--- config.mk ---
export PLATFORM = sky130hd
export DESIGN_NAME = key_ctrl
export DESIGN_NICKNAME = d
export VERILOG_FILES = /design/src/rtl/key_ctrl.sv
export SDC_FILE = /design/constraint.sdc
export NUM_CORES = 1
export LEC_CHECK = 0
export CAP_MARGIN = 10
export CORE_MARGIN = 3
export CORE_UTILIZATION = 56
export DETAILED_ROUTE_END_ITERATION = 10
export GPL_ROUTABILITY_DRIVEN = 0
export PLACE_DENSITY = 0.74
export SYNTH_ARGS = -nofsm -noshare
export SYNTH_HDL_FRONTEND = slang
export SYNTH_SLANG_ARGS = --single-unit
--- constraint.sdc ---
create_clock -name clk -period 8.7 [get_ports clk]
set_input_delay 1.74 -clock clk [delete_from_list [all_inputs] [get_ports clk]]
set_output_delay 1.74 -clock clk [all_outputs]
set_load 0.01 [all_outputs]
--- src/rtl/key_ctrl.sv ---
// key_ctrl: button front-end for the player.
//   Synchronises and debounces five raw buttons, keeps the song index (wrapping) and the
//   volume level (saturating), issues one-cycle strobes for accepted actions, toggles the
//   pause level and auto-repeats volume steps while a volume key stays held.
// Ports:
//   clk, rst_n       clock, synchronous active-low reset
//   i_btn_*          raw asynchronous buttons (next, pre, up, down, pause), active high
//   i_finish_song    one-cycle strobe: current song ended (acts like next)
//   o_next, o_pre    one-cycle strobes: song index moved forward / backward
//   o_vol_plus/dec   one-cycle strobes: volume level actually changed up / down
//   o_pause          pause level
//   o_vol_level      current volume 0..15
//   o_song_idx       current song index 0..NUM_SONGS-1
module key_ctrl #(
    parameter int unsigned DEBOUNCE_CYCLES = 2_000_000,
    parameter int unsigned REPEAT_DELAY    = 50_000_000,
    parameter int unsigned REPEAT_PERIOD   = 15_000_000,
    parameter int unsigned VOL_INIT        = 8,
    parameter int unsigned NUM_SONGS       = 4,
    parameter int unsigned SONG_W          = 2
) (
    input  logic              clk,
    input  logic              rst_n,
    input  logic              i_btn_next,
    input  logic              i_btn_pre,
    input  logic              i_btn_up,
    input  logic              i_btn_down,
    input  logic              i_btn_pause,
    input  logic              i_finish_song,
    output logic              o_next,
    output logic              o_pre,
    output logic              o_vol_plus,
    output logic              o_vol_dec,
    output logic              o_pause,
    output logic [3:0]        o_vol_level,
    output logic [SONG_W-1:0] o_song_idx
);

    localparam int unsigned NK      = 5;
    localparam int unsigned K_NEXT  = 0;
    localparam int unsigned K_PRE   = 1;
    localparam int unsigned K_UP    = 2;
    localparam int unsigned K_DOWN  = 3;
    localparam int unsigned K_PAUSE = 4;

    localparam int unsigned DB_W = $clog2(DEBOUNCE_CYCLES + 1);
    localparam logic [DB_W-1:0] DB_MAX = DB_W'(DEBOUNCE_CYCLES);

    localparam int unsigned REP_MAX = (REPEAT_DELAY > REPEAT_PERIOD) ? REPEAT_DELAY
                                                                      : REPEAT_PERIOD;
    localparam int unsigned REP_W = (REP_MAX > 1) ? $clog2(REP_MAX) : 1;
    localparam logic [REP_W-1:0] DELAY_LAST  = REP_W'(REPEAT_DELAY - 1);
    localparam logic [REP_W-1:0] PERIOD_LAST = REP_W'(REPEAT_PERIOD - 1);

    localparam logic [SONG_W-1:0] SONG_LAST = SONG_W'(NUM_SONGS - 1);

    typedef enum logic [1:0] {StIdle, StHold, StRepeat} rep_state_t;

    // ---------------------------------------------------------------- sync + debounce
    logic [NK-1:0]   w_raw;
    logic [NK-1:0]   r_sync1;
    logic [NK-1:0]   r_sync2;
    logic [NK-1:0]   r_stable;
    logic [NK-1:0]   w_rise;
    logic [DB_W-1:0] r_db_cnt [NK];

    assign w_raw = {i_btn_pause, i_btn_down, i_btn_up, i_btn_pre, i_btn_next};

    always_ff @(posedge clk) begin
        if (!rst_n) begin
            r_sync1  <= '0;
            r_sync2  <= '0;
            r_stable <= '0;
            for (int k = 0; k < NK; k++) begin
                r_db_cnt[k] <= '0;
            end
        end else begin
            r_sync1 <= w_raw;
            r_sync2 <= r_sync1;
            for (int k = 0; k < NK; k++) begin
                if (r_sync2[k] != r_stable[k]) begin
                    if (r_db_cnt[k] == DB_MAX) begin
                        r_stable[k] <= r_sync2[k];
                        r_db_cnt[k] <= '0;
                    end else begin
                        r_db_cnt[k] <= r_db_cnt[k] + 1'b1;
                    end
                end else begin
                    r_db_cnt[k] <= '0;
                end
            end
        end
    end

    // Rise is flagged on the same edge that stable flips, so strobes register together with it.
    always_comb begin
        for (int k = 0; k < NK; k++) begin
            w_rise[k] = r_sync2[k] && !r_stable[k] && (r_db_cnt[k] == DB_MAX);
        end
    end

    // ---------------------------------------------------------------- song index
    logic              w_key_next;
    logic              w_key_pre;
    logic              w_inc;
    logic              w_do_inc;
    logic              w_do_dec;
    logic [SONG_W-1:0] r_song_idx;
    logic              r_next;
    logic              r_pre;

    // Simultaneous next/pre key rises cancel each other; finish_song still counts as next.
    always_comb begin
        w_key_next = w_rise[K_NEXT] && !w_rise[K_PRE];
        w_key_pre  = w_rise[K_PRE] && !w_rise[K_NEXT];
        w_inc      = w_key_next || i_finish_song;
        w_do_inc   = w_inc && !w_key_pre;
        w_do_dec   = w_key_pre && !w_inc;
    end

    always_ff @(posedge clk) begin
        if (!rst_n) begin
            r_song_idx <= '0;
            r_next     <= 1'b0;
            r_pre      <= 1'b0;
        end else begin
            r_next <= w_do_inc;
            r_pre  <= w_do_dec;
            if (w_do_inc) begin
                r_song_idx <= (r_song_idx == SONG_LAST) ? '0 : r_song_idx + 1'b1;
            end else if (w_do_dec) begin
                r_song_idx <= (r_song_idx == '0) ? SONG_LAST : r_song_idx - 1'b1;
            end
        end
    end

    // ---------------------------------------------------------------- volume + repeat FSM
    rep_state_t       r_state;
    rep_state_t       w_state_d;
    logic [REP_W-1:0] r_rep_cnt;
    logic [REP_W-1:0] w_rep_cnt_d;
    logic             r_rep_up;
    logic             w_rep_up_d;
    logic             w_step_up;
    logic             w_step_dn;
    logic             w_up_only;
    logic             w_dn_only;
    logic             w_held_stable;
    logic             w_both_stable;
    logic             w_period_done;

    always_ff @(posedge clk) begin
        if (!rst_n) begin
            r_state   <= StIdle;
            r_rep_cnt <= '0;
            r_rep_up  <= 1'b0;
        end else begin
            r_state   <= w_state_d;
            r_rep_cnt <= w_rep_cnt_d;
            r_rep_up  <= w_rep_up_d;
        end
    end

    always_comb begin
        w_state_d     = r_state;
        w_rep_cnt_d   = r_rep_cnt;
        w_rep_up_d    = r_rep_up;
        w_step_up     = 1'b0;
        w_step_dn     = 1'b0;
        w_up_only     = w_rise[K_UP] && !w_rise[K_DOWN];
        w_dn_only     = w_rise[K_DOWN] && !w_rise[K_UP];
        w_held_stable = r_rep_up ? r_stable[K_UP] : r_stable[K_DOWN];
        w_both_stable = r_stable[K_UP] && r_stable[K_DOWN];
        w_period_done = (r_state == StHold) ? (r_rep_cnt == DELAY_LAST)
                                            : (r_rep_cnt == PERIOD_LAST);

        if (w_up_only || w_dn_only) begin
            // A fresh press always (re)starts the hold timer for that direction.
            w_step_up   = w_up_only;
            w_step_dn   = w_dn_only;
            w_state_d   = StHold;
            w_rep_cnt_d = '0;
            w_rep_up_d  = w_up_only;
        end else if (w_rise[K_UP] && w_rise[K_DOWN]) begin
            w_state_d   = StIdle;
            w_rep_cnt_d = '0;
        end else begin
            case (r_state)
                StHold, StRepeat: begin
                    if (!w_held_stable || w_both_stable) begin
                        w_state_d   = StIdle;
                        w_rep_cnt_d = '0;
                    end else if (w_period_done) begin
                        w_state_d   = StRepeat;
                        w_rep_cnt_d = '0;
                        w_step_up   = r_rep_up;
                        w_step_dn   = !r_rep_up;
                    end else begin
                        w_rep_cnt_d = r_rep_cnt + 1'b1;
                    end
                end
                default: begin
                    w_state_d   = StIdle;
                    w_rep_cnt_d = '0;
                end
            endcase
        end
    end

    logic [3:0] r_vol;
    logic       r_vol_plus;
    logic       r_vol_dec;
    logic       r_pause;

    // Steps at the limits hold the level and suppress the strobe.
    always_ff @(posedge clk) begin
        if (!rst_n) begin
            r_vol      <= 4'(VOL_INIT);
            r_vol_plus <= 1'b0;
            r_vol_dec  <= 1'b0;
            r_pause    <= 1'b0;
        end else begin
            r_vol_plus <= 1'b0;
            r_vol_dec  <= 1'b0;
            r_pause    <= r_pause ^ w_rise[K_PAUSE];
            if (w_step_up && (r_vol != 4'hF)) begin
                r_vol      <= r_vol + 1'b1;
                r_vol_plus <= 1'b1;
            end else if (w_step_dn && (r_vol != 4'h0)) begin
                r_vol     <= r_vol - 1'b1;
                r_vol_dec <= 1'b1;
            end
        end
    end

    assign o_next      = r_next;
    assign o_pre       = r_pre;
    assign o_vol_plus  = r_vol_plus;
    assign o_vol_dec   = r_vol_dec;
    assign o_pause     = r_pause;
    assign o_vol_level = r_vol;
    assign o_song_idx  = r_song_idx;

endmodule
==> results.ini <==
[outcome]
status=finished, final reports clean

[floorplanning]
die_h_um=129
die_w_um=129
num_rows=44
core-area_um2=14600
die_area_um2=16500
start_util_pct=57.5
io_pins=19

[cells_and_area]
insertedDiodeCount=0
num-nets-final=997
drive_above_1_share_pct=4.21
stdcell_area_um2=9710
final_cell_mix=161 x nor2_1, 105 x edfxtp_1, 105 x conb_1, 64 x xnor2_1
final_common_cell=nor2_1
syn2layout_area_growth_pct=15.3

[worst_setup_path]
reg2reg_slack_ns=4.31
worstPathArrival_ns=4.70
rr_worst_depth=15
worstSetupPathType=register to register
r2r_start=r_db_cnt[2][13]$_SDFFCE_PP0P_
worstSetupStartpointType=register
r2r_end=o_vol_level[3]$_SDFFE_PN1P_
worstPathMaxFanout=6
endpoint_kind=register
required_ns=9.01

[sta]
hold_violations=0
rsz0062_at_grt=no
max_slew_margin_pct=30.9
setup_viol=0
fmax_mhz=228
maxSlewViolCount=0
tightestPinTransition_ns=1.03
period_needed_ns=4.39
fin_crit_sh_pct=50.4
skew_ns=0.00689
tns_ns=0

[synth]
syn_inst=841
synth_edf_count=105
synth-simple-area-share_pct=26.2
synth_cell_types=52
synth_top_family_by_area=simple AND/OR/NAND/NOR gates
muxShareOfSynthArea_pct=1.34
yosys_warnings=0
ys.flop_type=edfxtp_1
synth_seq_cells=160
syn-cell-area_um2=8420
synth-seq-area-share_pct=50.6
avgSynthCellArea_um2=10.0
synth_compound_area_share_pct=2.32
synthArstFlopShare_pct=0
synth-xor-area-share_pct=12.4
synthAdderAreaFrac_pct=4.10

[clock_tree]
numCtsBuffers=17
clock_sinks=160
clkSlewWorstSetupHoldPaths_ns=0.06
cts-root-buf=clkbuf_16
clock_latency_ns=0.42
cts_resized=0
postCtsHoldBufs=0
cts_tree=done
postCtsSetupBuffers=0
cts_buffer_depth=2
htree_levels=4

[power_and_ir_drop]
switching_power_mw=0.359
clkPwrFrac_pct=44.4
internal-power_mw=1.30
power_density_nw_per_um2=171
peakVddDrop_v=0.000138
pwr-share-comb_pct=3.6
p_leak_nw=3.43
swShare_pct=21.7
power.total_mw=1.66
power_frac_seq_pct=52.0

[routing]
drtPass1Iterations=5
vias=5965
remaining_drc_errors=0
wl_per_cell_um=12.6
wl_mm=14.6
vias_per_cell=5.15
ant_nets=0
drt_iter0_drc=349

[global_route]
overflow=0
grtUsageTotal_pct=18.9
grt_pass1_wl_mm=25.5
grt_max_degree=26
grt_antenna_before_repair=0
grt_pass1_vias=5779

[hold_path]
min-delay-start=r_sync1[3]$_SDFF_PN0_
holdPathEnd=r_sync2[3]$_SDFF_PN0_
hold_path_depth=1
hp-class=register to register

[place]
port_buffers=18
place_area_um2=9120
dp_hpwl_mm=10.2

[job]
maxCapViolCount=0

-- cell usage after synthesis, drive strengths merged (2+ instances only) --
library cell	n	share of area, %
nand4	26	1.9
buf	6	0.56
and3b	2	0.21
mux2i	9	1.1
clkbuf	14	0.62
a21oi	13	0.77
nand2	55	2.5
edfxtp	105	37
and2	15	1.1
nor3	23	1.5
xnor2	64	6.7
nand2b	4	0.30
inv	41	1.8
nand3	50	3.0
xor2	55	5.7
nor4b	7	0.73
nor2	161	7.2
a31oi	2	0.15
or3	12	0.89
nor3b	6	0.54
nand3b	5	0.45
mux2	2	0.27
a21o	3	0.27
or4	5	0.54
a211oi	2	0.24
ha	26	3.9
nor4bb	2	0.24
and4	17	1.8
nor2b	4	0.30
and3	16	1.2
o21ai	4	0.24
dfxtp	55	13
nand4b	2	0.21
nor4	19	1.5
-- area by class of cell --
class	count	area, µm²
Multi-Input combinational cell	724	4300
Clock buffer	21	493
Clock inverter	11	97.6
Sequential cell	160	4250
Timing Repair Buffer	18	180
Inverter	41	154
Tap cell	184	230
Fill cell	1176	4940
-- power groups by stage --
stage | combinational [mW] | sequential, mW | clock [mW]
3_5_place_dp | 0.0579 | 0.876 | 0
6_report | 0.0596 | 0.860 | 0.735
4_1_cts | 0.0589 | 0.860 | 0.753
2_1_floorplan | 0.0455 | 0.869 | 0
5_1_grt | 0.0699 | 0.865 | 0.788
3_3_place_gp | 0.0573 | 0.875 | 0
-- worst max path at each step --
stage / start / to / depth (start not counted)
2_1_floorplan: r_db_cnt[2][2]$_SDFFCE_PP0P_ / o_vol_level[3]$_SDFFE_PN1P_ / 15
3_3_place_gp: rst_n / r_db_cnt[1][9]$_SDFFCE_PP0P_ / 4
3_5_place_dp: rst_n / r_db_cnt[2][13]$_SDFFCE_PP0P_ / 4
4_1_cts: r_db_cnt[3][0]$_SDFFCE_PP0P_ / o_vol_level[3]$_SDFFE_PN1P_ / 18
5_1_grt: r_db_cnt[2][13]$_SDFFCE_PP0P_ / o_vol_level[3]$_SDFFE_PN1P_ / 15
6_report: r_db_cnt[2][13]$_SDFFCE_PP0P_ / o_vol_level[3]$_SDFFE_PN1P_ / 15
-- worst max-delay path, stage by stage, from the launching register on --
cell and delay (ns):
edfxtp_1 0.48, nor4b_1 0.37, nand2_1 0.14, nor3_1 0.23
nand2_1 0.11, ha_1 0.36, nor3b_1 0.25, nand4_1 0.13
nor4_2 0.44, a21oi_1 0.25, ha_1 0.32, a21o_1 0.17
a21oi_1 0.22, mux2_2 0.36, a21oi_1 0.13, mux2_1 0.32
-- routing by layer --
metal	vias up	GRT usage (%)	wire length, µm
met4	0	6.49	184
met2	77	30.2	6680
met1	2791	25.3	7130
met3	15	4.86	595
met5	-	0	0
li1	3082	-	-
-- state kept, by name, summed over array words and instances (netlist names) --
signal and cells:
r_db_cnt 105, r_rep_cnt 26, r_stable 5, r_sync1 5
r_sync2 5, o_vol_level 4, o_song_idx 2, r_state 2
o_next 1, o_pause 1, o_pre 1, o_vol_dec 1
o_vol_plus 1, r_rep_up 1
-- cells by family (layout without fill, tap and decap cells) --
logic type / Yosys count / count (layout)
and+or+nand+nor: 432 / 432
DFF: 160 / 160
xor gates and xnor gates: 119 / 119
buffers and inverters: 61 / 91
AOI/OAI and AO/OA: 30 / 30
adders and majority gates: 27 / 27
muxes: 11 / 11
other: 1 / 105
-- metrics by stage --
stage	worst slack, ns	hold slack [ns]	utilization [%]	std cells
finish	4.31	0.433	66.3	1159
global route	3.86	0.452	66.3	1159
CTS	4.27	0.436	66.3	1159
detailed placement	4.22	0.421	62.3	1127
global placement	4.28	0.414	62.3	1127
floorplan	4.75	0.412	-	945
Power figures use the tool's default switching activity.
==> patch: new RTL, same flow settings <==
The parameter `DEBOUNCE_CYCLES` goes from 2_000_000 to 1_000_000.
--- a/src/rtl/key_ctrl.sv
+++ b/src/rtl/key_ctrl.sv
@@ -12,7 +12,7 @@
 //   o_vol_level      current volume 0..15
 //   o_song_idx       current song index 0..NUM_SONGS-1
 module key_ctrl #(
-    parameter int unsigned DEBOUNCE_CYCLES = 2_000_000,
+    parameter int unsigned DEBOUNCE_CYCLES = 1_000_000,
     parameter int unsigned REPEAT_DELAY    = 50_000_000,
     parameter int unsigned REPEAT_PERIOD   = 15_000_000,
     parameter int unsigned VOL_INIT        = 8,
Check against the original RTL: no difference found for any inputs over 10 cycles, from zero or initial values and one cycle with rst_n low; that may be too few to reach the edited logic, so the function may still have changed.
==> patch against the original RTL <==
- die area fell by 2.9%
- utilization grew 0.83 points
- wire length is 4.1% lower
- synthesized area shrank 3.0%
- final area decreased by 2.9%
- sequential cell count decreased by 5
- setup slack gained 0.23 ns
- power fell by 2.9%
- sequential power is 3.4% lower
- critical path type unchanged
==> patch: results (changes against the original RTL) <==
stage;metric;value;unit;change
synthesis;unique cell type count in the Yosys netlist;57;;+9.6%
routing;routed length per instance;12.4;um;-1.6%
clock_network;Max Root-Sink Buffers;2;;unchanged
cells_and_area;fill cell count;1124;;-4.4%
clock_network;clock latency of the later-clocked register in the worst-skew pair;0.42;ns;about the same
timing;Max transition margin;30.7;%;-0.19 points
worst_setup_path;data arrival time at the worst-slack endpoint;4.46;ns;-0.24 ns
timing;worst-case clock skew;0.00706;ns;+0.000162 ns
worst_setup_path;slowest stage cell, crit path;sky130_fd_sc_hd__edfxtp_1;;
min_path;worst min path class;reg -> reg;;
global_routing;largest net degree at the start of global routing;40;;+54%
power_and_ir_drop;maximum resistive drop on vdd;0.124;mV;-9.8%
clock_network;count of instances resized after the clock tree is built;0;;unchanged
global_routing;global route overflow;0;;unchanged
synthesis;number of warnings issued by yosys;0;;unchanged
timing;final slew viol count;0;;unchanged
synthesis;commonest cells in the synthesized netlist;sky130_fd_sc_hd__nor2_1, sky130_fd_sc_hd__edfxtp_1, sky130_fd_sc_hd__xor2_1, sky130_fd_sc_hd__dfxtp_1, sky130_fd_sc_hd__nand2_1;;
clock_network;Clock transition at path regs;0.06;ns;about the same
global_routing;GRT Util Overall;18.4;%;-0.51 points
global_routing;first-pass GRT wire length;24600;um;-3.7%
synthesis;cell type with the highest aggregate area in the netlist;sky130_fd_sc_hd__edfxtp_1;;
placement;Placement Setup Slack;4.59;ns;+0.370 ns
cells_and_area;largest registers;r_db_cnt (100), r_rep_cnt (26);;
routing;total iterations of the first detailed-routing run;4;;-1
placement;HPWL after detailed placement;9620;um;-5.3%
synthesis;number of flops mapped to enable cells by yosys;100;;-4.8%
routing;DRC marker count from the first detailed-route iteration;343;;-1.7%
cells_and_area;final-stage net count;972;;-2.5%
status;status;finished, final reports clean;;
clock_network;Clock H-tree levels;4;;unchanged
min_path;hold path cells;1;;unchanged
global_routing;vias in the first global route;5544;;-4.1%
routing;mean number of vias per cell;5.10;;-0.89%
synthesis;part of the Yosys area used for sequential elements;50.3;%;-0.25 points
synthesis;top cells by area in the synthesized netlist;sky130_fd_sc_hd__edfxtp_1, sky130_fd_sc_hd__dfxtp_1, sky130_fd_sc_hd__nor2_1;;
placement;number of input and output port buffers inserted;18;;unchanged
cells_and_area;fraction of final layout cells sized beyond drive strength 1;4.63;%;+0.43 points
worst_setup_path;maximum fanout along the worst path;6;;unchanged
clock_network;Post-CTS Setup Inserts;0;;unchanged
global_routing;initial antenna violation count;0;;unchanged
clock_network;total clock buffers created by CTS;17;;unchanged
power_and_ir_drop;Static Leak;0.00339;uW;-1.2%
clock_network;Clock Tree Root;sky130_fd_sc_hd__clkbuf_16;;
worst_setup_path;Largest delay share family, worst path;simple AND/OR/NAND/NOR gates;;
patch: cell families after synthesis:
logic type               after synthesis  share of synthesized area, %
other                                  1                        0.0460
adder cells (fa/ha/maj)               27                          4.23
XOR/XNOR                             110                          11.8
AND/OR/NAND/NOR                      419                          26.7
buffers and inverters                 61                          3.04
multiplexers                           4                         0.491
flip-flops                           155                          50.3
AO/OA/AOI/OAI                         44                          3.40
patch: area by class of cell:
type	count	area share, %
clock buffer	25	5.48
clock inverter	7	0.651
inverter	40	1.59
multi-input combinational	704	44.3
sequential	155	43.5
tap	180	2.39
timing repair buffer	19	1.99
patch: per-stage QoR:
step	utilization, %	std cells	area, um^2	hold slack [ns]
2_1_floorplan	-	920	8530	0.412
3_3_place_gp	63.0	1098	8850	0.416
3_5_place_dp	63.0	1098	8850	0.425
4_1_cts	67.1	1130	9420	0.440
5_1_grt	67.1	1130	9420	0.463
6_report	67.1	1130	9420	0.438
patch: path summary, 6_finish.rpt:
kind,startpoint,slack [ns],endpoint
hold reg to reg,r_sync1[4],0.44,r_sync2[4]
hold / removal,r_sync1[4],0.44,r_sync2[4]
setup reg to reg,r_db_cnt[3][3],4.54,o_vol_level[3]
setup / recovery,r_db_cnt[3][3],4.54,o_vol_level[3]
patch: layer usage:
metal / global-route usage [%] / share of wire [%] / up-vias
li1: - / - / 2998
met1: 24.2 / 48 / 2688
met2: 30.4 / 47 / 59
met3: 3.87 / 2.5 / 19
met4: 6.69 / 1.5 / 0
met5: 0 / 0 / -
patch: where the power goes:
group	switching, uW	internal, uW	leakage (uW)	total (uW)
clock	279	439	0.000290	718
sequential	24.5	806	0.00148	831
combinational	31.9	26.8	0.00163	58.7
